<file path="src/rtl/sar_search_if.sv">
// sar_search_if: probe/flag link between the search engine and an external magnitude comparator, plus the search control and status signals.
interface sar_search_if #(
  parameter int WIDTH = 4,
  parameter int CW = 3
);
  logic start;
  logic AEQB;
  logic AGTB;
  logic ALTB;
  logic [WIDTH-1:0] A;
  logic busy;
  logic done;
  logic found;
  logic err;
  logic [WIDTH-1:0] result;
  logic [CW-1:0] ncmp;
  modport master (
    input start, AEQB, AGTB, ALTB,
    output A, busy, done, found, err, result, ncmp
  );
  modport slave (
    output start, AEQB, AGTB, ALTB,
    input A, busy, done, found, err, result, ncmp
  );
endinterface

</file>
<file path="src/rtl/sar_search.sv">
// sar_search: binary search that recovers an unknown operand B using only the AEQB/AGTB/ALTB flags of an external comparator.
module sar_search #(
  parameter int WIDTH = 4,
  parameter int CW = 3
) (
  input logic clk,
  input logic rst,
  sar_search_if.master s
);
  localparam int BW = WIDTH + 1;
  typedef enum logic [1:0] {IDLE, PROBE, DONE} state_t;
  state_t state_q, state_d;
  logic [BW-1:0] lo_q, lo_d, hi_q, hi_d;
  logic [WIDTH-1:0] a_q, a_d, result_q, result_d;
  logic found_q, found_d, err_q, err_d;
  logic [CW-1:0] ncmp_q, ncmp_d;
  logic [BW-1:0] hi_dec, lo_inc;
  logic empty_gt, empty_lt;
  // hi may drop to -1, so it is sign-extended; lo never goes negative
  assign hi_dec = {1'b0, a_q} - 1'b1;
  assign lo_inc = {1'b0, a_q} + 1'b1;
  assign empty_gt = $signed({1'b0, lo_q}) > $signed({hi_dec[BW-1], hi_dec});
  assign empty_lt = lo_inc > hi_q;
  always_comb begin
    state_d = state_q;
    lo_d = lo_q;
    hi_d = hi_q;
    a_d = a_q;
    result_d = result_q;
    found_d = found_q;
    err_d = err_q;
    ncmp_d = ncmp_q;
    case (state_q)
      IDLE: if (s.start) begin
        lo_d = '0;
        hi_d = {1'b0, {WIDTH{1'b1}}};
        a_d = {1'b0, {(WIDTH-1){1'b1}}};
        ncmp_d = '0;
        found_d = 1'b0;
        err_d = 1'b0;
        result_d = '0;
        state_d = PROBE;
      end
      PROBE: begin
        ncmp_d = ncmp_q + 1'b1;
        if (!$onehot({s.AEQB, s.AGTB, s.ALTB})) begin
          err_d = 1'b1;
          found_d = 1'b0;
          state_d = DONE;
        end else if (s.AEQB) begin
          result_d = a_q;
          found_d = 1'b1;
          state_d = DONE;
        end else if (s.AGTB) begin
          hi_d = hi_dec;
          err_d = empty_gt;
          state_d = empty_gt ? DONE : PROBE;
          a_d = empty_gt ? a_q : WIDTH'((lo_q + hi_dec) >> 1);
        end else begin
          lo_d = lo_inc;
          err_d = empty_lt;
          state_d = empty_lt ? DONE : PROBE;
          a_d = empty_lt ? a_q : WIDTH'((lo_inc + hi_q) >> 1);
        end
      end
      default: state_d = IDLE;
    endcase
  end
  always_ff @(posedge clk or posedge rst) begin
    if (rst) begin
      state_q <= IDLE;
      lo_q <= '0;
      hi_q <= '0;
      a_q <= '0;
      result_q <= '0;
      found_q <= 1'b0;
      err_q <= 1'b0;
      ncmp_q <= '0;
    end else begin
      state_q <= state_d;
      lo_q <= lo_d;
      hi_q <= hi_d;
      a_q <= a_d;
      result_q <= result_d;
      found_q <= found_d;
      err_q <= err_d;
      ncmp_q <= ncmp_d;
    end
  end
  assign s.A = a_q;
  assign s.busy = state_q == PROBE;
  assign s.done = state_q == DONE;
  assign s.found = found_q;
  assign s.err = err_q;
  assign s.result = result_q;
  assign s.ncmp = ncmp_q;
endmodule
</file>
<file path="src/flat_wrapper.sv">
// flat-port wrapper written by rule: the top's interface ports become plain ports
module sar_search_flat 
#(
  parameter int WIDTH = 4,
  parameter int CW = 3
)
  (clk, rst, s_start, s_AEQB, s_AGTB, s_ALTB, s_A, s_busy, s_done, s_found, s_err, s_result, s_ncmp);
  sar_search_if #(.WIDTH(WIDTH), .CW(CW)) s_i ();
  input logic clk;
  input logic rst;
  input wire logic [$bits(s_i.start)-1:0] s_start;
  input wire logic [$bits(s_i.AEQB)-1:0] s_AEQB;
  input wire logic [$bits(s_i.AGTB)-1:0] s_AGTB;
  input wire logic [$bits(s_i.ALTB)-1:0] s_ALTB;
  output wire logic [$bits(s_i.A)-1:0] s_A;
  output wire logic [$bits(s_i.busy)-1:0] s_busy;
  output wire logic [$bits(s_i.done)-1:0] s_done;
  output wire logic [$bits(s_i.found)-1:0] s_found;
  output wire logic [$bits(s_i.err)-1:0] s_err;
  output wire logic [$bits(s_i.result)-1:0] s_result;
  output wire logic [$bits(s_i.ncmp)-1:0] s_ncmp;
  assign s_i.start = s_start;
  assign s_i.AEQB = s_AEQB;
  assign s_i.AGTB = s_AGTB;
  assign s_i.ALTB = s_ALTB;
  assign s_A = s_i.A;
  assign s_busy = s_i.busy;
  assign s_done = s_i.done;
  assign s_found = s_i.found;
  assign s_err = s_i.err;
  assign s_result = s_i.result;
  assign s_ncmp = s_i.ncmp;
  sar_search #(.WIDTH(WIDTH), .CW(CW)) u_core (.clk(clk), .rst(rst), .s(s_i));
endmodule
</file>
<file path="config.mk">
export PLATFORM = sky130hd
export DESIGN_NAME = sar_search_flat
export DESIGN_NICKNAME = d
export VERILOG_FILES = /design/src/rtl/sar_search_if.sv /design/src/rtl/sar_search.sv /design/src/flat_wrapper.sv
export SDC_FILE = /design/constraint.sdc
export NUM_CORES = 1
export LEC_CHECK = 0
export CAP_MARGIN = 20
export CORE_ASPECT_RATIO = 2
export CORE_MARGIN = 1.5
export CORE_UTILIZATION = 25
export DETAILED_ROUTE_END_ITERATION = 8
export GPL_ROUTABILITY_DRIVEN = 1
export GPL_TIMING_DRIVEN = 0
export SLEW_MARGIN = 20
export SYNTH_ARGS = -nofsm -noshare
export SYNTH_HDL_FRONTEND = slang
export SYNTH_SLANG_ARGS = --single-unit
</file>
<file path="constraint.sdc">
create_clock -name clk -period 5.9 [get_ports clk]
set_input_delay 1.77 -clock clk [delete_from_list [all_inputs] [get_ports clk]]
set_output_delay 1.77 -clock clk [all_outputs]
set_load 0.01 [all_outputs]
</file>
==> impl_metrics.ini <==
[worst_setup_path]
critical_path.endpoint_type = flop
required_ns = 6.05
arrival_ns = 4.50
slowest_stage = clkdlybuf4s50_1
critical_path_buf_inv_count = 2
crit_cells = 8
cp_class = in -> reg
reg2regPathDepth = 9
cp_max_fo = 6
timing.critical_path.cells = clkdlybuf4s50_1 > inv_1 > fa_1 > and2b_1 > nand3_1 > a21oi_1 > o21ai_0 > a22o_1
timing.critical_path.max_delay_family = compound AO/OA/AOI/OAI gates
crit_path_max_incr_delay_ns = 0.56
worst_setup_path_start_kind = primary input

[layout]
proportion_of_layout_cells_with_a_drive_suffix_above_1_pct = 5.14
design.final.nets = 247
layout.filler_cells = 749
antenna_diodes = 0
flow.area_growth_from_synthesis_pct = 21.6

[logic_synthesis]
synthFlopType = dfrtp_1
yosys_warnings = 0
netlist_instances = 190
synth_edf_count = 0
synthArstFlopShare_pct = 100
synth_cell_types = 40
synth-seq-cells = 25
yosys.area.top_type = dfrtp_1
synthDominantCellAreaShare_pct = 34.4
synth.yosys.seq_area_share_pct = 34.4
synth.avg_cell_area_um2 = 9.57
synth_fp_nets = 222
post_synth_main_area_contributors = dfrtp_1 34%, ha_1 16%, inv_1 5.4%, o21ai_0 3.6%, fa_1 3.3%
syn-cell-area_um2 = 1820

[place]
portBuffers = 20
gp_congestion = 0.854
place_hpwl_mm = 3.60
place_ws_ns = 1.25

[clock_network]
clock_sinks = 25
post_cts_hold_buffer_count = 0
clock_insertion_delay_at_the_later_pin_of_the_skew_report_ns = 0.27
cts_setup_buffers = 0
clk_transition_reported_paths_ns = 0.07
htree_depth = 1
cts-resized-gates = 0
clock_tree.buffer_depth = 2
cts_buffers = 3
tritoncts = done
clock_tree.root_cell = clkbuf_16

[drt]
routed-via-count = 1435
route.detailed.vias_per_inst = 4.72
drt-initial-drc-count = 69
post_drt_wl_per_cell_um = 14.6
post-route-drc-count = 0
first_pass_iteration_count_of_the_detailed_router = 4
antenna_left = 0
finalWirelength_mm = 4.44

[die]
width_of_the_die_um = 63.3
core_region_area_um2 = 6990
floorplan.rows = 43
effective_utilization_at_floorplan_pct = 26.0
die-area_um2 = 7820
i_o_pin_count = 21
dieHeight_um = 124

[sta]
worst-slew-pin-transition_ns = 0.954
finalHoldViolations = 0
count_of_final_setup_violators = 0
setup_ws_ns = 1.55
final.period_utilization_pct = 73.8
fmax_ghz = 0.230
grt_setup_unrepaired = no
drv_slew = 0
tns_ns = 0
finalWorstPathRequiredPeriod_ns = 4.35
clock_skew_ns = 0.00490
timing.max_slew.rel_slack_pct = 36.0

[grt]
global_route.peak_usage_layer = met2
grt_util_all_layers_pct = 13.0
first_pass_grt_wire_length_mm = 7.58
first_global_vias = 1565
pin_count_of_the_biggest_net_entering_global_routing = 26
globalRoute.totalOverflow = 0
globalRouteMet1Util_pct = 11.5
met3_usage_pct = 1.45
antenna_found_initial = 0
global_route.usage.met2_pct = 25.9

[worst_hold_path]
min_path_type = reg -> reg
worst_hold_path.num_cells = 2

[power_and_ir_drop]
total_leakage_power_nw = 1.02
maximum_ir_drop_on_the_vdd_rail_mv = 0.149
power.density_nw_per_um2 = 491

[job]
drv_cap = 0

[outcome]
outcome = finished clean
==> registers in the layout, summed over array words and instances (netlist names) <==
signal and flops:
u_core.lo_q 5, u_core.s.ncmp 3, u_core.s.err 1, u_core.hi_q 5, u_core.s.result 4, u_core.state_q 2, u_core.s.A 4, u_core.s.found 1
==> stage by stage <==
stage	power, mW	hold slack (ns)	cells	cell area (um2)	util, %
after CTS	1.10	0.520	304	2210	31.6
after global routing	1.19	0.555	304	2210	31.6
after global placement	0.927	0.489	300	2130	30.5
final	1.09	0.511	304	2210	31.6
after detailed placement	0.935	0.502	300	2130	30.5
after floorplan	0.723	0.475	190	1820	-
==> tightest hold or removal path, delay by kind of cell, from the launching register on <==
kind / cells / cell delay (ns)
compound gates: 1 / 0.06
simple gates: 1 / 0.05
flops: 1 / 0.37
==> cells in the final DEF (no fill, tap or decap), types with 6 or more instances in the layout <==
cell | Yosys | layout
o21ai_0 | 13 | 13
a21oi_1 | 10 | 10
a22o_1 | 6 | 6
nand3_1 | 9 | 9
nand2_1 | 13 | 13
clkdlybuf4s50_1 | 0 | 20
nor2_1 | 9 | 9
dfrtp_1 | 25 | 25
inv_1 | 26 | 25
xnor2_1 | 6 | 6
ha_1 | 23 | 23
==> power by group <==
group	leakage, nW	internal (mW)	switching (mW)
clock network	0.0409	0.0917	0.0667
registers	0.308	0.226	0.0514
logic	0.670	0.300	0.351
==> metal layers <==
layer  share of wire, %  routed length (um)
met1                 34                1500
met2                 58                2600
met3                1.9                  83
met4                5.8                 259
met5                  0                   0
==> cells in the mapped netlist, types with 2 or more instances <==
| cell | number |
|---|---|
| nor3b_1 | 3 |
| nor2b_1 | 3 |
| o211ai_1 | 3 |
| o21ai_0 | 13 |
| fa_1 | 3 |
| mux2i_1 | 3 |
| dfrtp_1 | 25 |
| nand3b_1 | 2 |
| inv_1 | 26 |
| ha_1 | 23 |
| xor2_1 | 3 |
| nand3_1 | 9 |
| nand2_1 | 13 |
| a22o_1 | 6 |
| nand2b_1 | 3 |
| clkbuf_1 | 3 |
| a22oi_1 | 2 |
| a21oi_1 | 10 |
| xnor2_1 | 6 |
| nor2_1 | 9 |
| a211oi_1 | 2 |
| a21o_1 | 2 |
==> layout make-up <==
type / count / area (um2) / area share [%]
multi-input combinational: 135 / 1070 / 48.5
sequential: 25 / 626 / 28.3
timing repair buffer: 20 / 200 / 9.05
tap: 90 / 113 / 5.09
inverter: 26 / 97.6 / 4.41
clock buffer: 3 / 75.1 / 3.40
buffer: 4 / 22.5 / 1.02
clock inverter: 1 / 5.00 / 0.226
==> cell families after synthesis <==
group / after synthesis / share of synthesized area (%)
AO/OA/AOI/OAI: 47 / 17.6
AND/OR/NAND/NOR: 47 / 13.6
XOR/XNOR: 11 / 6.13
flip-flops: 25 / 34.4
buffers and inverters: 30 / 6.61
multiplexers: 4 / 2.48
adder cells (fa/ha/maj): 26 / 19.1
==> worst paths after layout <==
kind | endpoint | from | slack [ns]
max reg2reg | u_core.s.A[2] | u_core.s.A[0] | 2.37
min | u_core.s.found | u_core.s.found | 0.51
min reg2reg | u_core.s.found | u_core.s.found | 0.51
max | u_core.lo_q[2] | s_AGTB | 1.55
min in group asynchronous | u_core.lo_q[4] | rst | 1.90
max in group asynchronous | u_core.s.result[3] | rst | 3.55
No activity file was read; power rests on OpenSTA's default activity.
